`src/rtl/imm_pkg.sv`:
```
// Shared definitions for the immediate generator: format codes and RV32I major opcodes.
package imm_pkg;

  typedef enum logic [2:0] {
    FMT_NONE = 3'd0,
    FMT_I    = 3'd1,
    FMT_S    = 3'd2,
    FMT_B    = 3'd3,
    FMT_U    = 3'd4,
    FMT_J    = 3'd5,
    FMT_Z    = 3'd6
  } fmt_e;

  localparam logic [6:0] OPC_LOAD   = 7'b0000011;
  localparam logic [6:0] OPC_OP_IMM = 7'b0010011;
  localparam logic [6:0] OPC_JALR   = 7'b1100111;
  localparam logic [6:0] OPC_FENCE  = 7'b0001111;
  localparam logic [6:0] OPC_SYSTEM = 7'b1110011;
  localparam logic [6:0] OPC_STORE  = 7'b0100011;
  localparam logic [6:0] OPC_BRANCH = 7'b1100011;
  localparam logic [6:0] OPC_LUI    = 7'b0110111;
  localparam logic [6:0] OPC_AUIPC  = 7'b0010111;
  localparam logic [6:0] OPC_JAL    = 7'b1101111;
  localparam logic [6:0] OPC_OP     = 7'b0110011;

endpackage

```
`src/rtl/imm_decode.sv`:
```
// Combinational RV32I immediate decoder, sign-extended to XLEN.
// Optional macro IMM_ZEXT_CSR_EN: CSR*I instructions yield the zero-extended uimm as FMT_Z.
module imm_decode
  import imm_pkg::*;
#(
  parameter int XLEN = 32
) (
  input  logic [31:0]     inst,
  output logic [XLEN-1:0] imm,
  output logic [2:0]      fmt,
  output logic            illegal
);

  logic signed [31:0] imm32;

  always_comb begin
    imm32   = '0;
    fmt     = FMT_NONE;
    illegal = 1'b0;
    case (inst[6:0])
      OPC_LOAD, OPC_OP_IMM, OPC_JALR, OPC_FENCE: begin
        imm32 = {{20{inst[31]}}, inst[31:20]};
        fmt   = FMT_I;
      end
      OPC_SYSTEM: begin
`ifdef IMM_ZEXT_CSR_EN
        if (inst[14]) begin
          imm32 = {27'd0, inst[19:15]};
          fmt   = FMT_Z;
        end else begin
          imm32 = {{20{inst[31]}}, inst[31:20]};
          fmt   = FMT_I;
        end
`else
        imm32 = {{20{inst[31]}}, inst[31:20]};
        fmt   = FMT_I;
`endif
      end
      OPC_STORE: begin
        imm32 = {{20{inst[31]}}, inst[31:25], inst[11:7]};
        fmt   = FMT_S;
      end
      OPC_BRANCH: begin
        imm32 = {{20{inst[31]}}, inst[7], inst[30:25], inst[11:8], 1'b0};
        fmt   = FMT_B;
      end
      OPC_LUI, OPC_AUIPC: begin
        imm32 = {inst[31:12], 12'd0};
        fmt   = FMT_U;
      end
      OPC_JAL: begin
        imm32 = {{12{inst[31]}}, inst[19:12], inst[20], inst[30:21], 1'b0};
        fmt   = FMT_J;
      end
      OPC_OP: ;
      default: illegal = 1'b1;
    endcase
  end

  // FMT_Z keeps bit 31 clear, so a single signed widening covers every format.
  assign imm = XLEN'(imm32);

endmodule

```
`src/rtl/imm_gen_pipe.sv`:
```
// Registered, handshaked immediate generator: decoder at the input, then a main
// output register M backed by a one-entry skid register K so in_ready_o is registered.
module imm_gen_pipe
  import imm_pkg::*;
#(
  parameter int XLEN  = 32,
  parameter int TAG_W = 5
) (
  input  logic             clk_i,
  input  logic             rst_i,
  input  logic             flush_i,
  input  logic             in_valid_i,
  output logic             in_ready_o,
  input  logic [31:0]      inst_i,
  input  logic [TAG_W-1:0] tag_i,
  output logic             out_valid_o,
  input  logic             out_ready_i,
  output logic [XLEN-1:0]  imm_o,
  output logic [2:0]       fmt_o,
  output logic [TAG_W-1:0] tag_o,
  output logic             illegal_o
);

  logic [XLEN-1:0]  dec_imm;
  logic [2:0]       dec_fmt;
  logic             dec_ill;

  logic             m_valid_reg, k_valid_reg;
  logic [XLEN-1:0]  m_imm_reg, k_imm_reg;
  logic [2:0]       m_fmt_reg, k_fmt_reg;
  logic [TAG_W-1:0] m_tag_reg, k_tag_reg;
  logic             m_ill_reg, k_ill_reg;

  logic accept, m_fire;

  imm_decode #(.XLEN(XLEN)) u_decode (
    .inst    (inst_i),
    .imm     (dec_imm),
    .fmt     (dec_fmt),
    .illegal (dec_ill)
  );

  assign in_ready_o = !k_valid_reg && !rst_i;
  assign accept     = in_valid_i && in_ready_o;
  assign m_fire     = m_valid_reg && out_ready_i;

  always_ff @(posedge clk_i or posedge rst_i) begin
    if (rst_i) begin
      m_valid_reg <= 1'b0;
      m_imm_reg   <= '0;
      m_fmt_reg   <= FMT_NONE;
      m_tag_reg   <= '0;
      m_ill_reg   <= 1'b0;
      k_valid_reg <= 1'b0;
      k_imm_reg   <= '0;
      k_fmt_reg   <= FMT_NONE;
      k_tag_reg   <= '0;
      k_ill_reg   <= 1'b0;
    end else if (flush_i) begin
      m_valid_reg <= 1'b0;
      k_valid_reg <= 1'b0;
    end else if (!m_valid_reg || m_fire) begin
      // K is always older than a new input; accept cannot coincide with a full K.
      if (k_valid_reg) begin
        m_valid_reg <= 1'b1;
        m_imm_reg   <= k_imm_reg;
        m_fmt_reg   <= k_fmt_reg;
        m_tag_reg   <= k_tag_reg;
        m_ill_reg   <= k_ill_reg;
        k_valid_reg <= 1'b0;
      end else if (accept) begin
        m_valid_reg <= 1'b1;
        m_imm_reg   <= dec_imm;
        m_fmt_reg   <= dec_fmt;
        m_tag_reg   <= tag_i;
        m_ill_reg   <= dec_ill;
      end else begin
        m_valid_reg <= 1'b0;
      end
    end else if (accept) begin
      k_valid_reg <= 1'b1;
      k_imm_reg   <= dec_imm;
      k_fmt_reg   <= dec_fmt;
      k_tag_reg   <= tag_i;
      k_ill_reg   <= dec_ill;
    end
  end

  assign out_valid_o = m_valid_reg;
  assign imm_o       = m_imm_reg;
  assign fmt_o       = m_fmt_reg;
  assign tag_o       = m_tag_reg;
  assign illegal_o   = m_ill_reg;

endmodule

```
`config.mk`:
```
export PLATFORM = sky130hd
export DESIGN_NAME = imm_gen_pipe
export DESIGN_NICKNAME = d
export VERILOG_FILES = /design/src/rtl/imm_pkg.sv /design/src/rtl/imm_decode.sv /design/src/rtl/imm_gen_pipe.sv
export SDC_FILE = /design/constraint.sdc
export NUM_CORES = 1
export LEC_CHECK = 0
export BUFFER_PORTS_ARGS = -buffer_cell sky130_fd_sc_hd__buf_2
export CAP_MARGIN = 15
export CORE_UTILIZATION = 59
export CTS_CLUSTER_DIAMETER = 100
export DETAILED_ROUTE_END_ITERATION = 6
export GPL_TIMING_DRIVEN = 0
export HOLD_SLACK_MARGIN = 0.05
export PLACE_DENSITY_LB_ADDON = 0.3
export REMOVE_ABC_BUFFERS = 1
export SYNTH_ARGS = -nofsm -noshare
export SYNTH_HDL_FRONTEND = slang
export SYNTH_SLANG_ARGS = --single-unit
```
`constraint.sdc`:
```
create_clock -name clk_i -period 5.6 [get_ports clk_i]
set_input_delay 1.68 -clock clk_i [delete_from_list [all_inputs] [get_ports clk_i]]
set_output_delay 1.68 -clock clk_i [all_outputs]
set_load 0.05 [all_outputs]
```
Word-level counts from Yosys, hierarchy flattened
Index checks and enable logic that the tools add are counted.
Cells by class
  eq/ne operators: 11
  muxes and demuxes: 18
  bitwise gates (word level): 2
  reduce and logical (&&, ||, !) cells: 15
Operator list (number)
  $pmux W32 S5: 1
  $mux W32: 2
  $eq A7 B7 Y1 const B: 4
  $eq A7 B6 Y1 const B: 3
  $pmux W3 S5: 1
  $eq A7 B5 Y1 const B: 2
  $reduce_or A11 Y1: 1
  $mux W1: 10
  $mux W5: 2
  $eq A7 B2 Y1 const B: 1
  $eq A7 B4 Y1 const B: 1
  $mux W3: 2
  $reduce_and A3 Y1: 2
  $reduce_or A5 Y1: 1
  $reduce_bool A2 Y1: 2
  $logic_and A1 B1 Y1: 3
  $logic_not A1 Y1: 3
  $reduce_bool A3 Y1: 1
  $not A1 Y1: 2
  $reduce_or A2 Y1: 1
  $logic_or A1 B1 Y1: 1
Word-level totals
  flip-flop bits (word level): 84
  input port bits: 42
  output and inout bits: 43
  word-level logic and storage cells: 56

Longest topological paths before layout
Gate-level depths: netlist (run 1).
  word-level depth: 7
  depth in mapped cells: 7
  gate-level depth less buffers: 5

Hierarchy
From an unflattened synthesis (run 1), not the netlist that was laid out.
Unflattened totals
  cells, all modules: 329
  area total of the unflattened synthesis: 4486.8 µm²
Modules (own cells, without submodules)
  imm_gen_pipe: times used 1, cells each 231, area each 3832.4 µm², seq. area each 2102.0 µm²
  imm_decode: times used 1, cells each 98, area each 654.4 µm², seq. area each 0.0 µm²

Worst setup path before layout (run 1)
OpenSTA, ideal clock, no wires.
  path type: input to register
  start: in rst_i
  end: reg m_imm_reg[5], in the netlist imm_o[5]
  library setup time: 0.127 ns
  data arrival time: 4.675 ns
  required time: 5.473 ns
  path slack: 0.798 ns
  cell stages on the path: 7
  buffers on the path: 2
  path through: inv_1 > a21oi_1 > or3_1 > clkbuf_1 > clkbuf_1 > a221oi_1 > nor2_1
Between the ends
  word-level cells in the longest chain between the ends: 5
Ends and longest elaborated chain
  start, declared: RTL line imm_gen_pipe.sv:10  | input logic rst_i,
  $logic_not A1 Y1 (no source line)
  $logic_and A1 B1 Y1: RTL line imm_gen_pipe.sv:43  | assign in_ready_o = !k_valid_reg && !rst_i;
  $logic_and A1 B1 Y1: RTL line imm_gen_pipe.sv:44  | assign accept = in_valid_i && in_ready_o;
  $reduce_bool A2 Y1 (no source line)
  $reduce_and A3 Y1 (no source line)
  end signal, assigned: RTL line imm_gen_pipe.sv:66  | m_imm_reg <= k_imm_reg;
  end signal, assigned: RTL line imm_gen_pipe.sv:73  | m_imm_reg <= dec_imm;
  end, declared: RTL line imm_gen_pipe.sv:29  | logic [XLEN-1:0] m_imm_reg, k_imm_reg;
No other way between the ends.
A chain may end at the register's enable or synchronous reset.

Worst setup path after layout (run 1)
  start: in rst_i
  end: out in_ready_o
Between the ends
  word-level cells in the longest chain between the ends: 2
Ends and longest elaborated chain
  $logic_not A1 Y1 (no source line)
  $logic_and A1 B1 Y1: RTL line imm_gen_pipe.sv:43
  end, declared: RTL line imm_gen_pipe.sv:13  | output logic in_ready_o,
No other way between the ends.

==> results of run 1 <==
## power by group through the flow
stage          clock (µW)  sequential (µW)  combinational [µW]
2_1_floorplan           0              941                 129
3_3_place_gp            0              762                 409
3_5_place_dp            0              768                 425
4_1_cts               441              756                 428
5_1_grt               471              769                 459
6_report              436              757                 427
## metrics by stage
step	util, %	setup TNS, ns
5_1_grt	73.0	0
2_1_floorplan	-	0
4_1_cts	73.0	0
6_report	73.0	0
3_3_place_gp	67.7	-10.22
3_5_place_dp	69.9	0
## cell families after synthesis
kind of cell	after synthesis	share of synthesized area [%]
flops	84	52.9
simple gates	171	19.0
fa+ha+maj	1	0.252
buf+inv	37	3.88
mux	7	1.80
compound gates	137	22.1
## layer usage
layer  track usage, %  share of wire, %
met5                0                 0
met4             9.09               1.5
met3             5.84               6.0
met2             51.0                50
met1             41.1                42
## critical path, stage by stage
cell	delay (ns)
buf_2	0.12
nor2_1	0.09
buf_2	0.27
## cell type report
| class | count | area [µm²] |
|---|---|---|
| flip-flops and latches | 84 | 2100 |
| multi-input cells | 316 | 1730 |
| fillers | 464 | 1730 |
| repair buffers | 90 | 544 |
| clock buffers | 9 | 124 |
| well taps | 77 | 96.3 |
| clock inverters | 7 | 75.1 |
| inverters | 4 | 17.5 |
## cells in the final DEF, fill, tap and decap left out, drive strengths merged, types with 7 or more instances in the layout
cell and instances:
a221oi 7, o21ai 48, a31oi 15, dfrtp 84
clkbuf 9, nand2 79, a22oi 19, a22o 7
nand3 8, a21oi 28, buf 90, nor2 54
## worst paths after layout
path / startpoint / end / slack, ns
setup / recovery: rst_i / in_ready_o / 1.75
hold / removal: k_tag_reg[3] / k_tag_reg[3] / 0.49
setup reg to reg: k_valid_reg / imm_o[26] / 2.21
hold reg to reg: k_tag_reg[3] / k_tag_reg[3] / 0.49
max in group asynchronous: rst_i / imm_o[31] / 3.68
min in group asynchronous: rst_i / k_tag_reg[3] / 1.31
==> reports/results.ini, run 1 <==
[status]
status = finished with violations
violations = DRC

[pwr]
irDropWorstVdd_v = 0.000292
power_switching_uw = 593
clkPwrFrac_pct = 26.9
pwr-share-seq_pct = 46.7
power_density_nw_per_um2 = 345
p_sw_share_pct = 36.6
p_leak_uw = 0.00219
pwr-share-comb_pct = 26.4
p_total_uw = 1620
internal-power_uw = 1030

[global_route]
grt_pass1_vias = 3518
grt_overflow = 0
grt_pass1_wl_um = 17100
track_usage_pct = 30.6
grt_max_degree = 62
antenna_found_initial = 0

[route]
wl_um = 9940
first_iter_violations = 308
routed_via_density = 6.11
drcViolationCount = 10
dr.pass1.iters = 7
wl_per_cell_um = 16.9
ant_nets = 0
vias = 3585

[timing]
final.min_clock_period_ns = 3.85
finalCritPeriodShare_pct = 68.7
setup_ws_ns = 1.75
worstMarginPinSlew_ns = 1.19
grt_setup_unrepaired = false
relSlewSlack_pct = 20.4
drv_slew = 0
fmax_ghz = 0.260
whs_ns = 0.485
setup_viol = 0
worst_clock_skew_ns = 0.00759
hold_violations = 0

[floorplan]
core-area_um2 = 6420
ios = 85
start_util_pct = 61.8
die_w_um = 84.0
die_y_um = 84.0
dieArea_um2 = 7060
rows = 29

[clock_network]
cts.reportedPaths.clkPinSlew_ns = 0.09
htreeDepth = 3
cts.repair.resized = 0
clockRootBuffer = clkbuf_8
clkSinkCount = 84
numCtsBuffers = 9
cts_hold_buf = 0
cts.path.max_buffers = 2
post_cts_buffers = 0
cts_tree = yes
clk_latency_ns = 0.35

[yosys]
yosysSeqAreaShare_pct = 52.9
synthTopCellsByArea = dfrtp_1 53%, nand2_1 7.5%, o21ai_0 5.5%
yosys_warnings = 0
yosysUniqueCellTypes = 44
synthArstFlopShare_pct = 100
ys_ff_latch = 84
synth_area_per_cell_um2 = 9.09
synth_edf_count = 0
netlist_area_um2 = 3970
synth_top_cell_by_area = dfrtp_1
synth_common_cells = 84 x dfrtp_1, 79 x nand2_1, 54 x nor2_1, 44 x o21ai_0, 28 x a21oi_1
syn_inst = 437
yosysTopAreaCellShare_pct = 52.9
ys.flop_type = dfrtp_1
synth_most_common_cell = dfrtp_1

[worst_hold_path]
min-delay-path-class = register to register
hold_path_depth = 2

[worst_setup_path]
required_ns = 3.92
path_class = input port to output port
r2r_cells = 7
cp-end-kind = output port
arrival_ns = 2.17
start_kind = input port
worst-path-max-fanout = 3

[placement]
place_inst = 571
port-buffer-count = 84
gp_congestion = 0.816
place_ws_ns = 1.40
dp_hpwl_um = 6510
postPlaceCellArea_um2 = 4490

[finish]
diodes = 0
final_area_um2 = 4690
instances_no_fill = 587
syn_to_final_growth_pct = 18.1
fin_nets = 547
drive_gt1_share_pct = 22.9

[job]
drv_cap = 0

Note: power is estimated with default switching activity, not from simulation.
==> inputs of run 2 (changes only) <==
--- a/config.mk
+++ b/config.mk
@@ -5,9 +5,10 @@
 export SDC_FILE = /design/constraint.sdc
 export NUM_CORES = 1
 export LEC_CHECK = 0
+export ABC_AREA = 1
 export BUFFER_PORTS_ARGS = -buffer_cell sky130_fd_sc_hd__buf_2
 export CAP_MARGIN = 15
-export CORE_UTILIZATION = 59
+export CORE_UTILIZATION = 55
 export CTS_CLUSTER_DIAMETER = 100
 export DETAILED_ROUTE_END_ITERATION = 6
 export GPL_TIMING_DRIVEN = 0
==> constraint.sdc (replaced) <==
create_clock -name clk_i -period 3.9 [get_ports clk_i]
set_input_delay 1.17 -clock clk_i [delete_from_list [all_inputs] [get_ports clk_i]]
set_output_delay 1.17 -clock clk_i [all_outputs]
set_load 0.05 [all_outputs]
==> reports/results.ini, run 2 <==
[worst_setup_path]
cp-end-kind = output port
r2r_end = imm_o[9]
rr_startpoint = k_valid_reg
r2r_cells = 6  ; -1
rrSetupSlack_ns = 1.63  ; -0.58 ns
path_class = input port to output port
cp-startpoint = rst_i
start_kind = input port
setup.worst_path.end = in_ready_o
arrival_ns = 1.69  ; -0.48 ns
required_ns = 2.73  ; -1.19 ns
worst-path-max-fanout = 2  ; -1

[clock_network]
post_cts_buffers = 0  ; unchanged
cts_hold_buf = 0  ; unchanged
clk_latency_ns = 0.37  ; +0.02 ns
cts.path.max_buffers = 2  ; unchanged
htreeDepth = 3  ; unchanged
numCtsBuffers = 9  ; unchanged
cts.repair.resized = 0  ; unchanged
cts.reportedPaths.clkPinSlew_ns = 0.09  ; about the same
clockRootBuffer = clkbuf_8
clkSinkCount = 84  ; unchanged
cts_tree = yes

[placement]
gp_congestion = 0.825  ; +1.1%
dp_hpwl_um = 6510  ; about the same
port-buffer-count = 84  ; unchanged

[floorplan]
die_y_um = 90.3  ; +7.5%
ios = 85  ; unchanged
core-area_um2 = 7410  ; +15%
start_util_pct = 57.9  ; -3.9 points
dieArea_um2 = 8160  ; +16%
die_w_um = 90.3  ; +7.5%
rows = 31  ; +6.9%

[yosys]
syn_inst = 577  ; +32%
synth_top_cell_by_area = dfrtp_1
synth_area_per_cell_um2 = 7.44  ; -18%
synth_common_cells = 161 x nand2_1, 131 x nor2_1, 84 x dfrtp_1, 39 x nand3_1, 36 x inv_1
yosysSeqAreaShare_pct = 49.0  ; -4.0 points
synth_most_common_cell = nand2_1
synth_edf_count = 0  ; unchanged
synthTopCellsByArea = dfrtp_1 49%, nand2_1 14%, nor2_1 11%
yosysUniqueCellTypes = 27  ; -39%
yosysTopAreaCellShare_pct = 49.0  ; -4.0 points
yosys_warnings = 0  ; unchanged
netlist_area_um2 = 4290  ; +8.1%
ys_ff_latch = 84  ; unchanged
synthArstFlopShare_pct = 100  ; unchanged
ys.flop_type = dfrtp_1

[timing]
relSlewSlack_pct = 43.7  ; +23 points
fmax_ghz = 0.350
worstMarginPinSlew_ns = 0.844  ; -0.350 ns
worst_clock_skew_ns = 0.0137  ; +0.00611 ns
grt_setup_unrepaired = false
hold_violations = 0  ; unchanged
finalSetupTns_ns = 0  ; unchanged
final.min_clock_period_ns = 2.86
whs_ns = 0.479  ; -0.00642 ns
drv_slew = 0  ; unchanged
setup_viol = 0  ; unchanged
finalCritPeriodShare_pct = 73.3

[route]
wl_per_cell_um = 13.4  ; -21%
dr.pass1.iters = 5  ; -2
routed_via_density = 5.25  ; -14%
first_iter_violations = 205  ; -33%
ant_nets = 0  ; unchanged
drcViolationCount = 0  ; -10
wl_um = 10100  ; +1.5%
vias = 3941  ; +9.9%

[global_route]
antenna_found_initial = 0  ; unchanged
grt_pass1_wl_um = 17200  ; +0.49%
track_usage_pct = 26.4  ; -4.3 points
grt_max_degree = 79  ; +27%
grt_pass1_vias = 3735  ; +6.2%
grt_overflow = 0  ; unchanged

[worst_hold_path]
min-delay-path-class = register to register

[pwr]
irDropWorstVdd_v = 0.000241  ; -17%
power_density_nw_per_um2 = 438  ; +27%
p_leak_uw = 0.00289  ; +32%

[finish]
diodes = 0  ; unchanged
final_common_cell = nand2_1
drive_gt1_share_pct = 19.8  ; -3.1 points
final_cell_mix = 161 x nand2_1, 131 x nor2_1, 84 x dfrtp_1, 84 x buf_2, 39 x nand3_1
fin_nets = 688  ; +26%
syn_to_final_growth_pct = 15.1
fill_cells = 655  ; +41%

[job]
drv_cap = 0  ; unchanged

[status]
status = complete, no violations

-- run 2: per-stage QoR --
| stage | total power, µW | instance area [µm²] | setup slack (ns) | util (%) | instances |
|---|---|---|---|---|---|
| floorplan | 1400 | 4110 | 0.0326 | - | 548 |
| global placement | 1510 | 4650 | -0.792 | 62.8 | 731 |
| detailed placement | 1530 | 4710 | 0.818 | 63.6 | 733 |
| CTS | 2180 | 4920 | 0.802 | 66.4 | 749 |
| global route | 2280 | 4940 | 1.03 | 66.7 | 750 |
| finish | 2170 | 4940 | 1.04 | 66.7 | 750 |
-- run 2: worst min-delay path by stage --
| stage | endpoint | cells after the start | startpoint | slack, ns |
|---|---|---|---|---|
| 2_1_floorplan | k_imm_reg[10] | 2 | k_imm_reg[10] | 0.45 |
| 3_3_place_gp | fmt_o[0] | 2 | fmt_o[0] | 0.46 |
| 3_5_place_dp | imm_o[18] | 2 | imm_o[18] | 0.46 |
| 4_1_cts | imm_o[18] | 2 | imm_o[18] | 0.48 |
| 5_1_grt | imm_o[6] | 2 | imm_o[6] | 0.51 |
| 6_report | fmt_o[0] | 2 | fmt_o[0] | 0.48 |
-- run 2: logic make-up after synthesis --
family | share of synthesized area [%]
simple gates | 33.3
flops | 49.0
compound gates | 9.94
buf+inv | 7.78
-- run 2: final cells by class --
type	instances	area, µm²	area share [%]
Clock buffer	10	138	2.78
Clock inverter	6	71.3	1.44
Inverter	40	153	3.09
Multi-Input combinational cell	424	1870	37.8
Sequential cell	84	2100	42.5
Tap cell	99	124	2.51
Timing Repair Buffer	87	488	9.87
-- run 2: power by group --
group / internal (µW) / switching, µW
logic: 137 / 310
registers: 999 / 67.9
clock network: 317 / 335
-- run 2: worst max-delay path: stages --
cell	delay, ns
buf_2	0.12
nor2_2	0.11
buf_2	0.28
-- run 2: layer usage --
layer / track usage (%) / wire length [µm]
met5: 0 / 0
met4: 11.7 / 208
met3: 4.38 / 488
met2: 42.8 / 4800
met1: 35.0 / 4580
